File: src/rtl/mips_loader_pkg.sv
// Shared encodings for the MIPS boot loader: state codes, command bytes, field widths.
package mips_loader_pkg;

  localparam int unsigned CNT_W  = 16;
  localparam int unsigned ADDR_W = 16;
  localparam int unsigned WORD_W = 32;

  localparam logic [7:0] CMD_ILOAD = 8'h49;
  localparam logic [7:0] CMD_DLOAD = 8'h44;
  localparam logic [7:0] CMD_GO    = 8'h47;

  typedef enum logic [2:0] {
    S_IDLE    = 3'd0,
    S_ADDR_HI = 3'd1,
    S_ADDR_LO = 3'd2,
    S_CNT_HI  = 3'd3,
    S_CNT_LO  = 3'd4,
    S_PAYLOAD = 3'd5,
    S_CHECK   = 3'd6,
    S_RUN     = 3'd7
  } state_t;

endpackage

File: src/rtl/loader_word_asm.sv
// Big-endian word assembler: shifts payload bytes in and flags the 4th byte of each word.
module loader_word_asm
  import mips_loader_pkg::*;
(
  input  logic              clk,
  input  logic              rst,
  input  logic              clr,
  input  logic              byte_en,
  input  logic [7:0]        byte_in,
  output logic [WORD_W-1:0] word_c,
  output logic              word_done_c
);

  logic [23:0] sr;
  logic [1:0]  cnt;

  always_ff @(posedge clk) begin
    if (!rst || clr) begin
      sr  <= '0;
      cnt <= '0;
    end else if (byte_en) begin
      sr  <= {sr[15:0], byte_in};
      cnt <= cnt + 2'd1;
    end
  end

  // The completed word includes the byte being accepted this cycle.
  assign word_c      = {sr, byte_in};
  assign word_done_c = byte_en && (cnt == 2'd3);

endmodule

File: src/rtl/mips_boot_loader.sv
// Framed byte-stream loader feeding MIPS_top I/D caches and raising start on 'G'.
// Optional trailing XOR check byte per frame when MIPS_LOADER_CHECKSUM_EN is defined.
module mips_boot_loader
  import mips_loader_pkg::*;
(
  input  logic        clk,
  input  logic        rst,
  input  logic [7:0]  in_data,
  input  logic        in_valid,
  output logic        in_ready,
  output logic [31:0] IData_in,
  output logic [31:0] IAddr_in,
  output logic        icache_we,
  output logic [31:0] DData_in,
  output logic [31:0] DAddr_in,
  output logic        dcache_we,
  output logic        start,
  output logic        busy,
  output logic        err
);

`ifdef MIPS_LOADER_CHECKSUM_EN
  localparam state_t FRAME_END = S_CHECK;
  logic [7:0] csum, csum_n;
`else
  localparam state_t FRAME_END = S_IDLE;
`endif

  state_t            state, state_n;
  logic [ADDR_W-1:0] addr, addr_n;
  logic [CNT_W-1:0]  cnt, cnt_n;
  logic              tgt_d, tgt_d_n;
  logic              in_ready_n, icache_we_n, dcache_we_n, start_n, busy_n, err_n;
  logic [31:0]       idata_n, iaddr_n, ddata_n, daddr_n;
  logic              accept_c, frame_start_c, pay_en_c, word_done_c;
  logic [WORD_W-1:0] word_c;

  assign accept_c      = in_valid && in_ready;
  assign frame_start_c = accept_c && (state == S_IDLE);
  assign pay_en_c      = accept_c && (state == S_PAYLOAD);

  loader_word_asm u_word_asm (
    .clk         (clk),
    .rst         (rst),
    .clr         (frame_start_c),
    .byte_en     (pay_en_c),
    .byte_in     (in_data),
    .word_c      (word_c),
    .word_done_c (word_done_c)
  );

  always_ff @(posedge clk) begin
    if (!rst) begin
      state     <= S_IDLE;
      addr      <= '0;
      cnt       <= '0;
      tgt_d     <= 1'b0;
      in_ready  <= 1'b1;
      IData_in  <= '0;
      IAddr_in  <= '0;
      icache_we <= 1'b0;
      DData_in  <= '0;
      DAddr_in  <= '0;
      dcache_we <= 1'b0;
      start     <= 1'b0;
      busy      <= 1'b0;
      err       <= 1'b0;
`ifdef MIPS_LOADER_CHECKSUM_EN
      csum      <= '0;
`endif
    end else begin
      state     <= state_n;
      addr      <= addr_n;
      cnt       <= cnt_n;
      tgt_d     <= tgt_d_n;
      in_ready  <= in_ready_n;
      IData_in  <= idata_n;
      IAddr_in  <= iaddr_n;
      icache_we <= icache_we_n;
      DData_in  <= ddata_n;
      DAddr_in  <= daddr_n;
      dcache_we <= dcache_we_n;
      start     <= start_n;
      busy      <= busy_n;
      err       <= err_n;
`ifdef MIPS_LOADER_CHECKSUM_EN
      csum      <= csum_n;
`endif
    end
  end

  always_comb begin
    state_n     = state;
    addr_n      = addr;
    cnt_n       = cnt;
    tgt_d_n     = tgt_d;
    err_n       = err;
    start_n     = start;
    idata_n     = IData_in;
    iaddr_n     = IAddr_in;
    icache_we_n = 1'b0;
    ddata_n     = DData_in;
    daddr_n     = DAddr_in;
    dcache_we_n = 1'b0;
`ifdef MIPS_LOADER_CHECKSUM_EN
    csum_n      = csum;
`endif
    if (accept_c) begin
      case (state)
        S_IDLE: begin
          case (in_data)
            CMD_ILOAD: begin tgt_d_n = 1'b0; state_n = S_ADDR_HI; end
            CMD_DLOAD: begin tgt_d_n = 1'b1; state_n = S_ADDR_HI; end
            CMD_GO:    begin start_n = 1'b1; state_n = S_RUN;     end
            default:   err_n = 1'b1;
          endcase
        end
        S_ADDR_HI: begin addr_n = {in_data, addr[7:0]};  state_n = S_ADDR_LO; end
        S_ADDR_LO: begin addr_n = {addr[15:8], in_data}; state_n = S_CNT_HI;  end
        S_CNT_HI:  begin cnt_n  = {in_data, cnt[7:0]};   state_n = S_CNT_LO;  end
        S_CNT_LO: begin
          cnt_n   = {cnt[15:8], in_data};
          state_n = (cnt_n == '0) ? FRAME_END : S_PAYLOAD;
        end
        S_PAYLOAD: begin
          if (word_done_c) begin
            if (tgt_d) begin
              dcache_we_n = 1'b1;
              ddata_n     = word_c;
              daddr_n     = 32'(addr);
            end else begin
              icache_we_n = 1'b1;
              idata_n     = word_c;
              iaddr_n     = 32'(addr);
            end
            addr_n = addr + ADDR_W'(1);
            cnt_n  = cnt - CNT_W'(1);
            if (cnt == CNT_W'(1)) state_n = FRAME_END;
          end
        end
`ifdef MIPS_LOADER_CHECKSUM_EN
        S_CHECK: begin
          if (in_data != csum) err_n = 1'b1;
          state_n = S_IDLE;
        end
`endif
        default: ;
      endcase
`ifdef MIPS_LOADER_CHECKSUM_EN
      // Running XOR covers everything between CMD and the check byte.
      if (state == S_IDLE)
        csum_n = '0;
      else if (state != S_CHECK && state != S_RUN)
        csum_n = csum ^ in_data;
`endif
    end
    in_ready_n = (state_n != S_RUN);
    busy_n     = !(state_n == S_IDLE || state_n == S_RUN);
  end

endmodule
File: config.mk
export PLATFORM = sky130hd
export DESIGN_NAME = mips_boot_loader
export DESIGN_NICKNAME = d
export VERILOG_FILES = /design/src/rtl/mips_loader_pkg.sv /design/src/rtl/loader_word_asm.sv /design/src/rtl/mips_boot_loader.sv
export SDC_FILE = /design/constraint.sdc
export NUM_CORES = 1
export LEC_CHECK = 0
export BUFFER_PORTS_ARGS = -buffer_cell sky130_fd_sc_hd__clkbuf_2
export CORE_UTILIZATION = 35
export CTS_BUF_LIST = sky130_fd_sc_hd__clkbuf_8
export DETAILED_ROUTE_END_ITERATION = 8
export GPL_TIMING_DRIVEN = 0
export HOLD_SLACK_MARGIN = 0.08
export PLACE_DENSITY = 0.62
export SKIP_CTS_REPAIR_TIMING = 1
export SYNTH_ARGS = -nofsm -noshare
export SYNTH_HDL_FRONTEND = slang
export SYNTH_HIERARCHICAL = 1
export SYNTH_SLANG_ARGS = --single-unit
export TNS_END_PERCENT = 30
File: constraint.sdc
create_clock -name clk -period 3.05 [get_ports clk]
set_input_delay 0.1525 -clock clk [delete_from_list [all_inputs] [get_ports clk]]
set_output_delay 0.1525 -clock clk [all_outputs]
set_load 0.02 [all_outputs]
Word-level counts from Yosys, hierarchy flattened:

Index checks and enable logic that the tools add are counted.
Widths: inputs -> output; s select.

* register bits after elaboration: 164
* input bits: 11
* output and inout port bits: 134

* add/sub/neg operators: 3
* reductions and logical operators: 28
* multiplexer cells: 13
* eq/ne operators: 13
* bitwise gates (word level): 6

Operators with widths (number)
* $pmux 16 s3: 2
* $mux 16: 2
* $reduce_and 4->1: 7
* $eq 8x7->1 const B: 3
* $pmux 3 s6: 1
* $add 16x1->16 const B: 1
* $eq 16x1->1 const B: 1
* $logic_not 16->1: 1
* $sub 16x1->16 const B: 1
* $mux 3: 4
* $reduce_bool 2->1: 5
* $eq 3x3->1 const B: 3
* $reduce_and 3->1: 3
* $eq 3x2->1 const B: 2
* $logic_not 3->1: 2
* $not 1->1: 6
* $pmux 3 s2: 1
* $logic_and 1x1->1: 4
* $eq 3x1->1 const B: 1
* $ne 3x3->1 const B: 1
* $reduce_or 3->1: 1
* $add 2x1->2 const B: 1
* $eq 2x2->1 const B: 1
* $logic_not 1->1: 2
* other kinds (5): 7

Longest topological paths before layout:

Gate-level depths: netlist of the first run.

* word-level depth: 9
* depth in mapped cells: 16
* mapped depth without buffers: 9

Modules after synthesis:

Netlist of the first run, hierarchy kept.

Modules (own cells, without submodules)
* mips_boot_loader: cells each 812, sequential area each 2762.6 sq um, instances 1, area an instance 6185.9 sq um
* loader_word_asm: cells each 95, sequential area each 520.5 sq um, instances 1, area an instance 1047.3 sq um

Least setup slack after synthesis of the first run:

Ideal clock, no wire load.

* kind: register to register
* start point: register state[0]
* end point: register DData_in[27]
* path buffers: 8
* library setup time: 0.132 ns
* arrival: 2.932 ns
* path slack: -0.014 ns
* cell stages (with the launch flop): 17
* cells stage by stage: dfxtp_1 buf_2 clkbuf_1 nand2_1 buf_6 clkbuf_1 nor2_1 buf_6 buf_12 and2_1 nor2b_1 nor3_1 nand3_1 clkbuf_1 clkbuf_1 nand2_1 a21oi_1

* longest elaborated chain between the ends: 4

Ends and longest elaborated chain
* from (decl): line mips_boot_loader.sv:29 `state_t state, state_n;`
* from (signal assigned): line mips_boot_loader.sv:72 `state <= state_n;`
* $eq 3x3->1: line mips_boot_loader.sv:40 `assign pay_en_c = accept_c && (state == S_PAYLOAD);`
* $logic_and 1x1->1: line mips_boot_loader.sv:40
* named net pay_en_c: line mips_boot_loader.sv:35 `logic accept_c, frame_start_c, pay_en_c, word_done_c;`
* $logic_and 1x1->1: line loader_word_asm.sv:29 `assign word_done_c = byte_en && (cnt == 2'd3);`
* named net word_done_c: line mips_boot_loader.sv:35
* $reduce_and 4->1 (no source line)
* to (signal assigned): line mips_boot_loader.sv:80 `DData_in <= ddata_n;`
* to (decl): line mips_boot_loader.sv:14 `output logic [31:0] DData_in,`

The timed path passes the listed nets, and every way through them passes these cells.
A chain may end at the register's enable or synchronous reset.

==> impl_results.md, run 1 <==
- Max cap viols: 0
- Post-Layout Cell Count: 1360
- Post-synth EDFFs: 0
- Initial core utilization: 0.357
- H-Tree Depth: 4
- Yosys top cell by area: dfxtp_1
- CP max stage delay: 0.49 ns
- Avg Cell Area, Syn: approximately 8.0 sq um
- PnR worst setup slack: around 0.094 ns
- DP HPWL: around 15000 microns
- Inserted Clock Buffers: 17
- Worst Skew: around 0.014 ns
- Yosys cell types: 70
- I/O Pins: approximately 150
- Worst-margin pin slew: just over 0.8 ns
- WS Path Type: register to register
- IR drop worst, VDD: approximately 240 uV
- Die height: 146 microns
- Fmax: 338 MHz
- Finished Core Util: 0.438
- Clock Path Buffers: 2
- Root Driver: clkbuf_8
- Crit-path cells: buf_4 -> buf_6 -> nand2_1 -> buf_6 -> buf_4 -> nor2_2 -> buf_6 -> buf_12 -> and2_4 -> nor2b_1 -> or3_1 -> clkbuf_1 -> a2111oi_1 -> a21oi_1 -> nor2_1
- Period utilization: 0.969
- # DRC: 0
- Largest net degree at the start of global routing: 17
- WHS: 0.144 ns
- Startpoint types: register
- Cells after DPL: ~1300
- Std cell rows: between 50 and 60
- RePlAce Congestion: roughly 0.87
- Worst setup EP type: register
- #FFs+latches synth: approximately 160
- Avg WL per Cell: approximately 15 microns
- Worst Path Required: about 3.4 ns
- Final Cell Area: 0.00886 sq mm
- Fin. Hold Viols: 0
- Initial drt markers: 586
- Port Buffer Count: around 110
- Top fanout value on the critical path: 10
- Core region area: between 0.02 and 0.025 sq mm
- Ys flop type: dfxtp_1
- Most instantiated library cell after synthesis: nand2_1
- Yosys top cell area share: 0.454
- DR pass1 iterations: 5
- Clock sink count: between 150 and 200
- Lkg Pwr: ~3.4 nW
- # setup viols final: 0
- Status: finished clean
- Yosys warnings: 6
- Routed Antenna Nets: 0
- Design Power: about 4 mW
- Reg clk slew, reported paths: roughly 0.090 ns
- Number of fill cells: around 2100
- Die area: between 0.02 and 0.025 sq mm
- Register area share after synthesis: 0.454
- Final Max Tran Viols: 0
- Slew headroom: 0.447
- Total Wirelength: 20800 microns
- Post-Syn Area: roughly 0.0072 sq mm
- RSZ-0062 raised after global routing: true
- TritonCTS clock tree: done
- Overflow after GRT: 0
- Initial antenna violation count: 0
- Antenna diode instance count: 0
- Vias in the first global route: ~6000
- Post-synthesis cell count: 907
- Ys async rst share: 0
- Top cells by area in the synthesized netlist: dfxtp_1 45%, nand2_1 12%, a21oi_1 9.0%
- Synth cell count leaders: 227 x nand2_1, 164 x dfxtp_1, 130 x a21oi_1, 59 x nor2_1, 44 x clkbuf_1
- Die W: 146 microns
- Layout cells sized above 1: 0.221
- First-pass GRT wire length: 33100 microns
- CP most frequent cell: buf_6
- HP Class: input pin to register
- Critical Path AT: ~3.3 ns
- Clk_lat worst skew: approximately 0.46 ns
- Area Overhead vs Synth: 22.5%
- Slowest-stage cell, CP: a2111oi_1
- Pwr dens: around 460 mW/mm^2
- GRT Util Overall: 0.198
- Placed cell areas: between 0.008 and 0.009 sq mm
- Fin crit period: just under 3 ns
- Via/cell ratio: 4.96
- Setup tns final: 0 ns
- # nets final: between 1000 and 1500
- Total number of vias: 6748
- Pre-CTS worst setup slack: -1.18 ns
[worst paths after layout]
check / start / end / slack (ns) / cells after the start
worst max register to register: state[0]$_SDFF_PN0_ / cnt[1]$_SDFFE_PN0P_ / 0.09 / 15
worst min-delay path: in_data[7] / addr[7]$_SDFFE_PN0P_ / 0.14 / 3
worst min register to register: DData_in[0]$_SDFFE_PN0P_ / DData_in[0]$_SDFFE_PN0P_ / 0.46 / 2
worst max-delay path: state[0]$_SDFF_PN0_ / cnt[1]$_SDFFE_PN0P_ / 0.09 / 15
[flip-flops by register name, indices dropped and copies added, names as in the netlist, 2 cells and up]
signal and cells:
cnt 16, state 3, IData_in 32, u_word_asm/sr 24, u_word_asm/cnt 2, addr 16, DAddr_in 16, DData_in 32
IAddr_in 16
[power breakdown]
| group | leakage, nW | internal [mW] | switching (mW) |
|---|---|---|---|
| clock | 0.217 | 0.835 | 0.835 |
| combinational | 1.84 | 0.0897 | 0.172 |
| sequential | 1.32 | 2.15 | 0.0112 |
[final cells by class]
class                      count  area, sq um  share of cell area
timing repair buffer         121          638              0.0720
buffer                       103          689              0.0778
clock inverter                11          139              0.0157
inverter                      11         41.3             0.00466
sequential                   164         3290               0.371
tap                          270          338              0.0381
multi-input combinational    659         3440               0.388
clock buffer                  21          289              0.0326
[placed cells by master (no fill, tap or decap), types with 4 or more instances in the layout]
| cell | n |
|---|---|
| clkbuf_1 | 30 |
| nor2_1 | 58 |
| conb_1 | 32 |
| a21oi_1 | 130 |
| nand3_1 | 15 |
| ha_1 | 4 |
| inv_1 | 9 |
| clkbuf_8 | 22 |
| a31oi_1 | 8 |
| or4_1 | 5 |
| nand4_1 | 6 |
| dlygate4sd3_1 | 4 |
| a211oi_1 | 7 |
| buf_4 | 52 |
| nand2_1 | 227 |
| o21ai_1 | 16 |
| dfxtp_1 | 162 |
| nor3_1 | 11 |
| o21a_1 | 4 |
| buf_6 | 7 |
| mux2i_1 | 25 |
| buf_2 | 6 |
| nor4_1 | 5 |
| a22oi_1 | 8 |
| and3_1 | 7 |
| clkbuf_4 | 5 |
| o21ai_0 | 19 |
| or3_1 | 5 |
| clkbuf_2 | 116 |
[cells by family (layout without fill, tap and decap cells)]
kind of cell    Yosys count  count (layout)  share of synthesized area
simple gates            372             372                      0.228
compound gates          224             224                      0.180
flops                   164             164                      0.454
buf+inv                 115             267                     0.0943
mux                      25              25                     0.0346
fa+ha+maj                 4               4                    0.00692
xor+xnor                  2               2                    0.00242
other cells               1              32                   0.000518
[critical path, delay by kind of cell, from the launching register on]
| kind | cells | cell delay [ns] |
|---|---|---|
| AND/OR/NAND/NOR | 6 | 0.83 |
| flip-flops | 1 | 0.32 |
| AO/OA/AOI/OAI | 2 | 0.57 |
| buffers and inverters | 7 | 1.15 |
[routing by layer]
metal	wire (microns)	up-vias	global-route usage
met2	9520	224	0.305
met3	1260	20	0.0395
met5	0	-	0
li1	-	3376	-
met1	9770	3128	0.275
met4	270	0	0.0695
Note: power is estimated with default switching activity, not from simulation.
==> run 2: changes to the inputs <==
PLACE_DENSITY = 0.6   (was 0.62)
clock period = 2.9 ns   (was 3.05 ns; I/O delays follow)
==> impl_results.md, run 2 (synthesis results as in run 1) <==
- Via/cell ratio: 4.98
- Clock Path Buffers: 2
- CP most frequent cell: buf_6
- Area Overhead vs Synth: 23.2%
- Finished Core Util: 0.440
- Initial core utilization: 0.357
- Worst setup EP type: register
- Std cell rows: between 50 and 60
- Die W: between 100 and 150 microns
- Total number of vias: between 6000 and 7000
- Reg2reg start: state[2]$_SDFF_PN0_
- Routed Antenna Nets: 0
- CP startpoint: state[2]$_SDFF_PN0_
- Clock sink count: 164
- Slowest-stage cell, CP: or3_4
- Pwr dens: around 470 mW/mm^2
- Clk_lat worst skew: roughly 0.47 ns
- Slew headroom: 0.403
- Die area: ~0.021 sq mm
- Worst Skew: about 0.012 ns
- TritonCTS clock tree: done
- Die height: between 100 and 150 microns
- Total Wirelength: roughly 22000 microns
- Critical Path AT: 3.13 ns
- Overflow after GRT: 0
- # DRC: 0
- Fin. Hold Viols: 0
- Commonest cells after routing, fill and taps aside: 226 x nand2_1, 162 x dfxtp_1, 128 x a21oi_1, 116 x clkbuf_2, 58 x nor2_1
- DP HPWL: about 16000 microns
- DR pass1 iterations: 5
- IR drop worst, VDD: around 200 uV
- Design Power: around 4.2 mW
- First-pass GRT wire length: between 30000 and 40000 microns
- Most common cell after layout, fill and taps aside: nand2_1
- Startpoint types: register
- Avg WL per Cell: 16.0 microns
- Vias in the first global route: approximately 6200
- Period utilization: 0.966
- Top fanout value on the critical path: 10
- RSZ-0062 raised after global routing: true
- Crit path buf inv count: 6
- Antenna diode instance count: 0
- Fin crit period: 2.80 ns
- Final Cell Area: slightly below 0.009 sq mm
- Root Driver: clkbuf_8
- Inserted Clock Buffers: 17
- PnR worst setup slack: between 0.09 and 0.1 ns
- HP Class: input pin to register
- Status: finished clean
- # setup viols final: 0
- Crit path max-delay family: simple AND/OR/NAND/NOR gates
- Placed cell areas: 0.00826 sq mm
- GRT Util Overall: 0.206
- Max cap viols: 0
- Reg clk slew, reported paths: around 0.090 ns
- Worst Path Required: roughly 3.2 ns
- Biggest regs: DData_in: 32 flops, IData_in: 32 flops, u_word_asm/sr: 24 flops
- Worst-margin pin slew: slightly below 0.9 ns
- Lkg Pwr: approximately 3.4 nW
- CP max stage delay: about 0.47 ns
- Setup tns final: 0 ns
- Layout cells sized above 1: 0.229
- H-Tree Depth: 4
- Core region area: just over 0.02 sq mm
- WS Path Type: register to register
- Crit-path cells: nor2b_4 -> nand2_2 -> buf_6 -> buf_6 -> nor2_2 -> buf_6 -> buf_12 -> and2_4 -> nand4b_1 -> or3_4 -> buf_6 -> buf_4 -> nand2_1 -> a21oi_1
- RePlAce Congestion: ~0.86
- Final Max Tran Viols: 0
- Hold_sp: in_data[7]
- I/O Pins: 145
- Initial drt markers: 469
- Initial antenna violation count: 0
- Fmax: approximately 360 MHz
- # nets final: around 1100
- Largest net degree at the start of global routing: 17
- Pre-CTS worst setup slack: -1.15 ns
- Port Buffer Count: roughly 110
==> run 2: changes by cell type in the layout (fill, tap and decap cells not counted), sizes merged <==
cell      previous run  this run
buf                 68        74
bufinv               2         1
clkbuf             173       165
inv                 15        14
clkinv               4         8
clkinvlp             1         3
==> run 2: through the flow <==
stage / hold WS, ns / instances
6_report: 0.0886 / 1362
5_1_grt: 0.0819 / 1362
4_1_cts: -0.0345 / 1352
3_5_place_dp: 0.447 / 1320
3_3_place_gp: 0.443 / 1320
2_1_floorplan: 0.280 / 938
==> run 2: path summary, 6_finish.rpt <==
| check | slack [ns] | depth (start not counted) | end |
|---|---|---|---|
| worst min-delay path | 0.09 | 3 | addr[7]$_SDFFE_PN0P_ |
| worst max-delay path | 0.1 | 14 | IAddr_in[9]$_SDFFE_PN0P_ |
| worst min register to register | 0.46 | 2 | DData_in[26]$_SDFFE_PN0P_ |
| worst max register to register | 0.1 | 14 | IAddr_in[9]$_SDFFE_PN0P_ |
==> run 2: per-layer routing <==
| layer | global-route usage | part of all wire |
|---|---|---|
| met5 | 0 | 0 |
| met4 | 0.0642 | 0.019 |
| met3 | 0.0408 | 0.064 |
| met2 | 0.333 | 0.47 |
| met1 | 0.274 | 0.45 |
==> run 2: area by class of cell <==
class	count	area, sq um
Timing Repair Buffer	123	671
Multi-Input combinational cell	659	3460
Tap cell	270	338
Inverter	11	41.3
Fill cell	2049	11300
Clock buffer	17	234
Clock inverter	15	151
Buffer	103	731
Sequential cell	164	3290
==> run 2: worst register-to-register path, delay by kind of cell (launching register included) <==
family	cells	cell delay (ns)
simple gates	7	1.33
buf+inv	6	0.91
compound gates	1	0.06
flops	1	0.39
==> run 2: report_power, final <==
| part | leakage [nW] | switching (mW) | internal [mW] |
|---|---|---|---|
| clock network | 0.188 | 0.927 | 0.699 |
| registers | 1.32 | 0.0121 | 2.26 |
| logic | 1.88 | 0.182 | 0.0961 |
| total | 3.39 | 1.12 | 3.05 |
